<file path="src/rtl/kgp_fetch_pkg.sv">
// Shared constants and the buffered fetch-entry layout for the instruction-fetch stage.
package kgp_fetch_pkg;

  localparam int unsigned INSTR_W          = 32;
  localparam logic [31:0] PC_INC           = 32'd4;
  localparam logic [31:0] RESET_PC_DEFAULT = 32'h0000_0000;
  localparam int unsigned ENTRY_W          = INSTR_W + 32;

  typedef struct packed {
    logic [INSTR_W-1:0] instr;
    logic [31:0]        pc;
  } fetch_entry_t;

endpackage

</file>
<file path="src/rtl/fetch_fifo.sv">
// Synchronous FIFO with push/pop/flush and occupancy count; flush beats push and pop.
module fetch_fifo #(
  parameter int unsigned WIDTH = 64,
  parameter int unsigned DEPTH = 2
) (
  input  logic                   clk,
  input  logic                   rst,
  input  logic                   flush,
  input  logic                   push,
  input  logic [WIDTH-1:0]       din,
  input  logic                   pop,
  output logic [WIDTH-1:0]       dout,
  output logic                   valid,
  output logic [$clog2(DEPTH):0] count
);

  localparam int unsigned AW = $clog2(DEPTH);
  localparam int unsigned CW = AW + 1;

  logic [WIDTH-1:0] mem [DEPTH];
  logic [AW-1:0]    rd_ptr;
  logic [AW-1:0]    wr_ptr;
  logic             do_pop;

  // Empty head reads as zero so the consumer never sees stale storage.
  always_comb begin
    valid  = (count != '0);
    do_pop = pop && valid;
    dout   = valid ? mem[rd_ptr] : '0;
  end

  always_ff @(posedge clk) begin
    if (rst || flush) begin
      rd_ptr <= '0;
      wr_ptr <= '0;
      count  <= '0;
    end else begin
      if (push)   wr_ptr <= wr_ptr + AW'(1);
      if (do_pop) rd_ptr <= rd_ptr + AW'(1);
      count <= count + CW'(push) - CW'(do_pop);
    end
  end

  always_ff @(posedge clk) begin
    if (push && !rst && !flush) mem[wr_ptr] <= din;
  end

endmodule

</file>
<file path="src/rtl/instr_fetch_unit.sv">
// Fetch stage: owns the fetch PC, issues 1-cycle-latency imem reads under a credit limit,
// and buffers returned words for decode behind a valid/ready handshake.
module instr_fetch_unit
  import kgp_fetch_pkg::*;
#(
  parameter int unsigned ADDR_W     = 10,
  parameter logic [31:0] RESET_PC   = RESET_PC_DEFAULT,
  parameter int unsigned FIFO_DEPTH = 2
) (
  input  logic               clk,
  input  logic               rst,
  input  logic               halt,
  input  logic               redirect_valid,
  input  logic [31:0]        redirect_pc,
  output logic               imem_en,
  output logic [ADDR_W-1:0]  imem_addr,
  input  logic [31:0]        imem_rdata,
  output logic               inst_valid,
  input  logic               inst_ready,
  output logic [INSTR_W-1:0] inst_out,
  output logic [31:0]        inst_pc,
  output logic [31:0]        fetch_pc,
  output logic               halted
);

  localparam int unsigned CW = $clog2(FIFO_DEPTH) + 1;
  localparam int unsigned OW = CW + 1;

  logic          inflight;
  logic [31:0]   inflight_pc;
  logic [CW-1:0] count;
  logic [OW-1:0] occ;
  logic          pop;
  logic          push;
  logic          issue;
  fetch_entry_t  push_entry;
  fetch_entry_t  head_entry;
  logic          redirect_lsb_unused;

  // Credit counts buffered words plus the outstanding read, minus the word leaving this cycle.
  always_comb begin
    pop        = inst_valid && inst_ready;
    occ        = OW'(count) + OW'(inflight) - OW'(pop);
    issue      = !rst && !halt && !redirect_valid && (occ < OW'(FIFO_DEPTH));
    push       = inflight && !redirect_valid;
    push_entry = '{instr: imem_rdata, pc: inflight_pc};
  end

  assign imem_en             = issue;
  assign imem_addr           = fetch_pc[ADDR_W+1:2];
  assign inst_out            = head_entry.instr;
  assign inst_pc             = head_entry.pc;
  assign halted              = halt && !inflight && !rst;
  assign redirect_lsb_unused = ^redirect_pc[1:0];

  always_ff @(posedge clk) begin
    if (rst) begin
      fetch_pc    <= RESET_PC;
      inflight    <= 1'b0;
      inflight_pc <= '0;
    end else if (redirect_valid) begin
      fetch_pc <= {redirect_pc[31:2], 2'b00};
      inflight <= 1'b0;
    end else if (issue) begin
      fetch_pc    <= fetch_pc + PC_INC;
      inflight    <= 1'b1;
      inflight_pc <= fetch_pc;
    end else begin
      inflight <= 1'b0;
    end
  end

  fetch_fifo #(
    .WIDTH (ENTRY_W),
    .DEPTH (FIFO_DEPTH)
  ) u_fifo (
    .clk   (clk),
    .rst   (rst),
    .flush (redirect_valid),
    .push  (push),
    .din   (push_entry),
    .pop   (pop),
    .dout  (head_entry),
    .valid (inst_valid),
    .count (count)
  );

endmodule

</file>
<file path="config.mk">
export PLATFORM = sky130hd
export DESIGN_NAME = instr_fetch_unit
export DESIGN_NICKNAME = d
export VERILOG_FILES = /design/src/rtl/kgp_fetch_pkg.sv /design/src/rtl/fetch_fifo.sv /design/src/rtl/instr_fetch_unit.sv
export SDC_FILE = /design/constraint.sdc
export NUM_CORES = 1
export LEC_CHECK = 0
export ABC_AREA = 1
export BUFFER_PORTS_ARGS = -buffer_cell sky130_fd_sc_hd__buf_2
export CAP_MARGIN = 25
export CELL_PAD_IN_SITES_DETAIL_PLACEMENT = 0
export CELL_PAD_IN_SITES_GLOBAL_PLACEMENT = 1
export CORE_ASPECT_RATIO = 1.2
export CORE_UTILIZATION = 41
export CTS_CLUSTER_SIZE = 28
export DETAILED_ROUTE_END_ITERATION = 10
export HOLD_SLACK_MARGIN = 0.12
export PLACE_DENSITY_LB_ADDON = 0.12
export SKIP_CTS_REPAIR_TIMING = 1
export SYNTH_ARGS = -nofsm -noshare
export SYNTH_HDL_FRONTEND = slang
export SYNTH_SLANG_ARGS = --single-unit
</file>
<file path="constraint.sdc">
create_clock -name clk -period 9.9 [get_ports clk]
set_clock_uncertainty 0.05 [all_clocks]
set_input_delay 0.495 -clock clk [delete_from_list [all_inputs] [get_ports clk]]
set_output_delay 0.495 -clock clk [all_outputs]
set_load 0.01 [all_outputs]
</file>
==> flow_metrics.py <==
metrics = {
    "status": {
        "outcome": "complete, no violations",
    },
    "timing": {
        "worst_slew_pin_slew_ns": 0.842,
        "final.period_utilization": 0.449,
        "slew_viol_final": 0,
        "setup_tns_ns": 0,
        "setup_violations": 0,
        "grt_setup_unrepaired": "no",
        "final_hold_viol_count": 0,
        "timing.slew.headroom": 0.439,
        "min_period_ns": 4.44,
        "max_freq_mhz": 225,
        "fin_ws_ns": 5.46,
    },
    "grt": {
        "grt_pass1_wl_um": 30800,
        "grt_pass1_vias": 6007,
        "grt_overflow": 0,
        "grt_max_degree": 64,
        "antenna_found_initial": 0,
        "grt_use_total": 0.192,
    },
    "synth": {
        "yosysTopAreaCell": "edfxtp_1",
        "synth_flop_cell": "edfxtp_1",
        "ys_seq_area_frac": 0.610,
        "ys_ff_latch": 190,
        "netlist.area_leader.share": 0.450,
        "synth_cell_types": 33,
        "yosysMostFrequentCell": "nand2_1",
        "syn_area_mm2": 0.00827,
        "synthArstFlopShare": 0,
        "synth-edff-count": 124,
        "ys_warn_count": 0,
        "syn_inst": 918,
        "synthTopCellsByCount": "267 x nand2_1, 124 x edfxtp_1, 90 x inv_1, 85 x a21oi_1, 81 x nor2_1",
        "yosys-top-cells-area": "edfxtp_1 45%, dfxtp_1 16%, nand2_1 12%",
        "syn_avg_cell_area_um2": 9.01,
    },
    "floorplanning": {
        "initial_core_util": 0.420,
        "die_h_um": 158,
        "rows": 56,
        "boundaryPins": 178,
        "core_area_mm2": 0.0197,
        "die_area_mm2": 0.0208,
        "die_w_um": 132,
    },
    "cts": {
        "cts_max_path_buffers": 2,
        "cts_tree": "yes",
        "ctsRootBufferMaster": "clkbuf_16",
        "cts_max_level": 4,
        "worstSkewPairLatency_ns": 0.42,
        "cts-buffers-inserted": 17,
        "clk_pin_slew_ns": 0.07,
        "clock-sinks": 190,
    },
    "drt": {
        "wl_um": 19000,
        "first_pass_iters": 5,
        "drt_iter0_drc": 216,
        "drc_errors": 0,
        "vias": 6276,
        "post_drt_wl_per_cell_um": 14.2,
        "antenna_left": 0,
        "vias_per_cell": 4.70,
    },
    "cells_and_area": {
        "fill_cells": 1936,
        "final_nets": 1136,
        "area_growth_syn_to_layout_pct": 19.2,
        "n_antenna_cell": 0,
        "drive_gt1_frac": 0.212,
    },
    "job": {
        "cap_viol_max_count": 0,
    },
    "power": {
        "power_density_mw_per_mm2": 170,
        "p_leak_uw": 0.00424,
        "ir_worst_vdd_uv": 115,
    },
    "setup_path": {
        "crit_required_ns": 9.36,
        "cp_max_fo": 63,
        "critPathKind": "reg -> out",
        "critPathArrivalTime_ns": 3.90,
        "end_kind": "output pin",
        "worstSetupStartpointType": "flop",
    },
    "placed_design": {
        "pre_cts_ws_ns": 5.38,
        "dp.final_hpwl_um": 12400,
        "routabilityCongestion": 0.784,
        "io_buffers": 171,
    },
    "min_path": {
        "hold_class": "in -> reg",
    },
}
critical path, cell delays in order, from the launching register on:
cell and delay (ns):
dfxtp_1 0.38, nor2_4 0.09, buf_4 0.57, inv_1 0.12, nand2_1 0.08, inv_1 0.07
ha_1 0.27, inv_1 0.07, nand2_1 0.06, fa_1 0.48, nand2_1 0.09, nor2_4 0.13
nand2_4 0.29, inv_2 0.29, buf_12 0.27, buf_2 0.18
path summary, 6_finish.rpt:
path	startpoint	endpoint	slack [ns]	cells after the start
max	u_fifo.count[1]	imem_en	5.46	15
min	imem_rdata[21]	u_fifo.mem[0][53]	0.21	1
min reg2reg	inflight_pc[24]	u_fifo.mem[0][24]	0.40	0
max reg2reg	u_fifo.count[1]	fetch_pc[10]	6.17	18
cells in the final DEF, fill, tap and decap left out, drive strengths merged, types with 4 or more instances in the layout:
cell / Yosys / layout
clkbuf: 27 / 17
nand3: 64 / 64
dfxtp: 66 / 66
buf: 28 / 177
o21ai: 28 / 28
nand2: 270 / 270
nor2: 89 / 89
ha: 4 / 4
nor3: 15 / 15
o211ai: 5 / 5
a211oi: 5 / 5
inv: 95 / 101
conb: 1 / 4
edfxtp: 124 / 124
a21oi: 85 / 85
registers in the layout (all words and copies together), names as in the netlist, named ones only:
signal and count:
fetch_pc 30, u_fifo.count 2, inflight_pc 30, u_fifo.rd_ptr 1
inflight 1, u_fifo.mem 124, u_fifo.wr_ptr 1
layout make-up:
type,count,area [um^2],area share
clock buffers,17,425,0.0431
clock inverters,15,181,0.0184
inverters,95,357,0.0362
multi-input cells,581,2610,0.265
flip-flops and latches,190,5050,0.512
well taps,261,327,0.0331
repair buffers,177,913,0.0926
report_power, final:
part           switching [uW]  internal [uW]
Sequential               18.7            861
Combinational            65.2           39.0
Clock                     293            401
Total                     377           1300
cells by family after synthesis:
group / synth area share
compound gates: 0.0808
xor+xnor: 0.00318
fa+ha+maj: 0.00847
buf+inv: 0.0779
flops: 0.610
other cells: 0.000453
simple gates: 0.219
metrics by stage:
| stage | instance area, um^2 | hold slack [ns] | std cells | total power [uW] | util |
|---|---|---|---|---|---|
| 3_3_place_gp | 9240 | 0.382 | 1303 | 1000 | 0.469 |
| 4_1_cts | 9840 | 0.191 | 1335 | 1700 | 0.500 |
| 5_1_grt | 9860 | 0.189 | 1336 | 1750 | 0.501 |
| 3_5_place_dp | 9240 | 0.386 | 1303 | 1000 | 0.469 |
| 2_1_floorplan | 8280 | 0.370 | 921 | 961 | - |
| 6_report | 9860 | 0.209 | 1336 | 1680 | 0.501 |
routing by layer:
layer,track usage,vias to the layer above,part of all wire
met5,0,-,0
met4,0.0548,0,0.013
met3,0.0371,15,0.041
met2,0.324,146,0.48
met1,0.251,2829,0.47
li1,-,3286,-
Power figures use the tool's default switching activity.
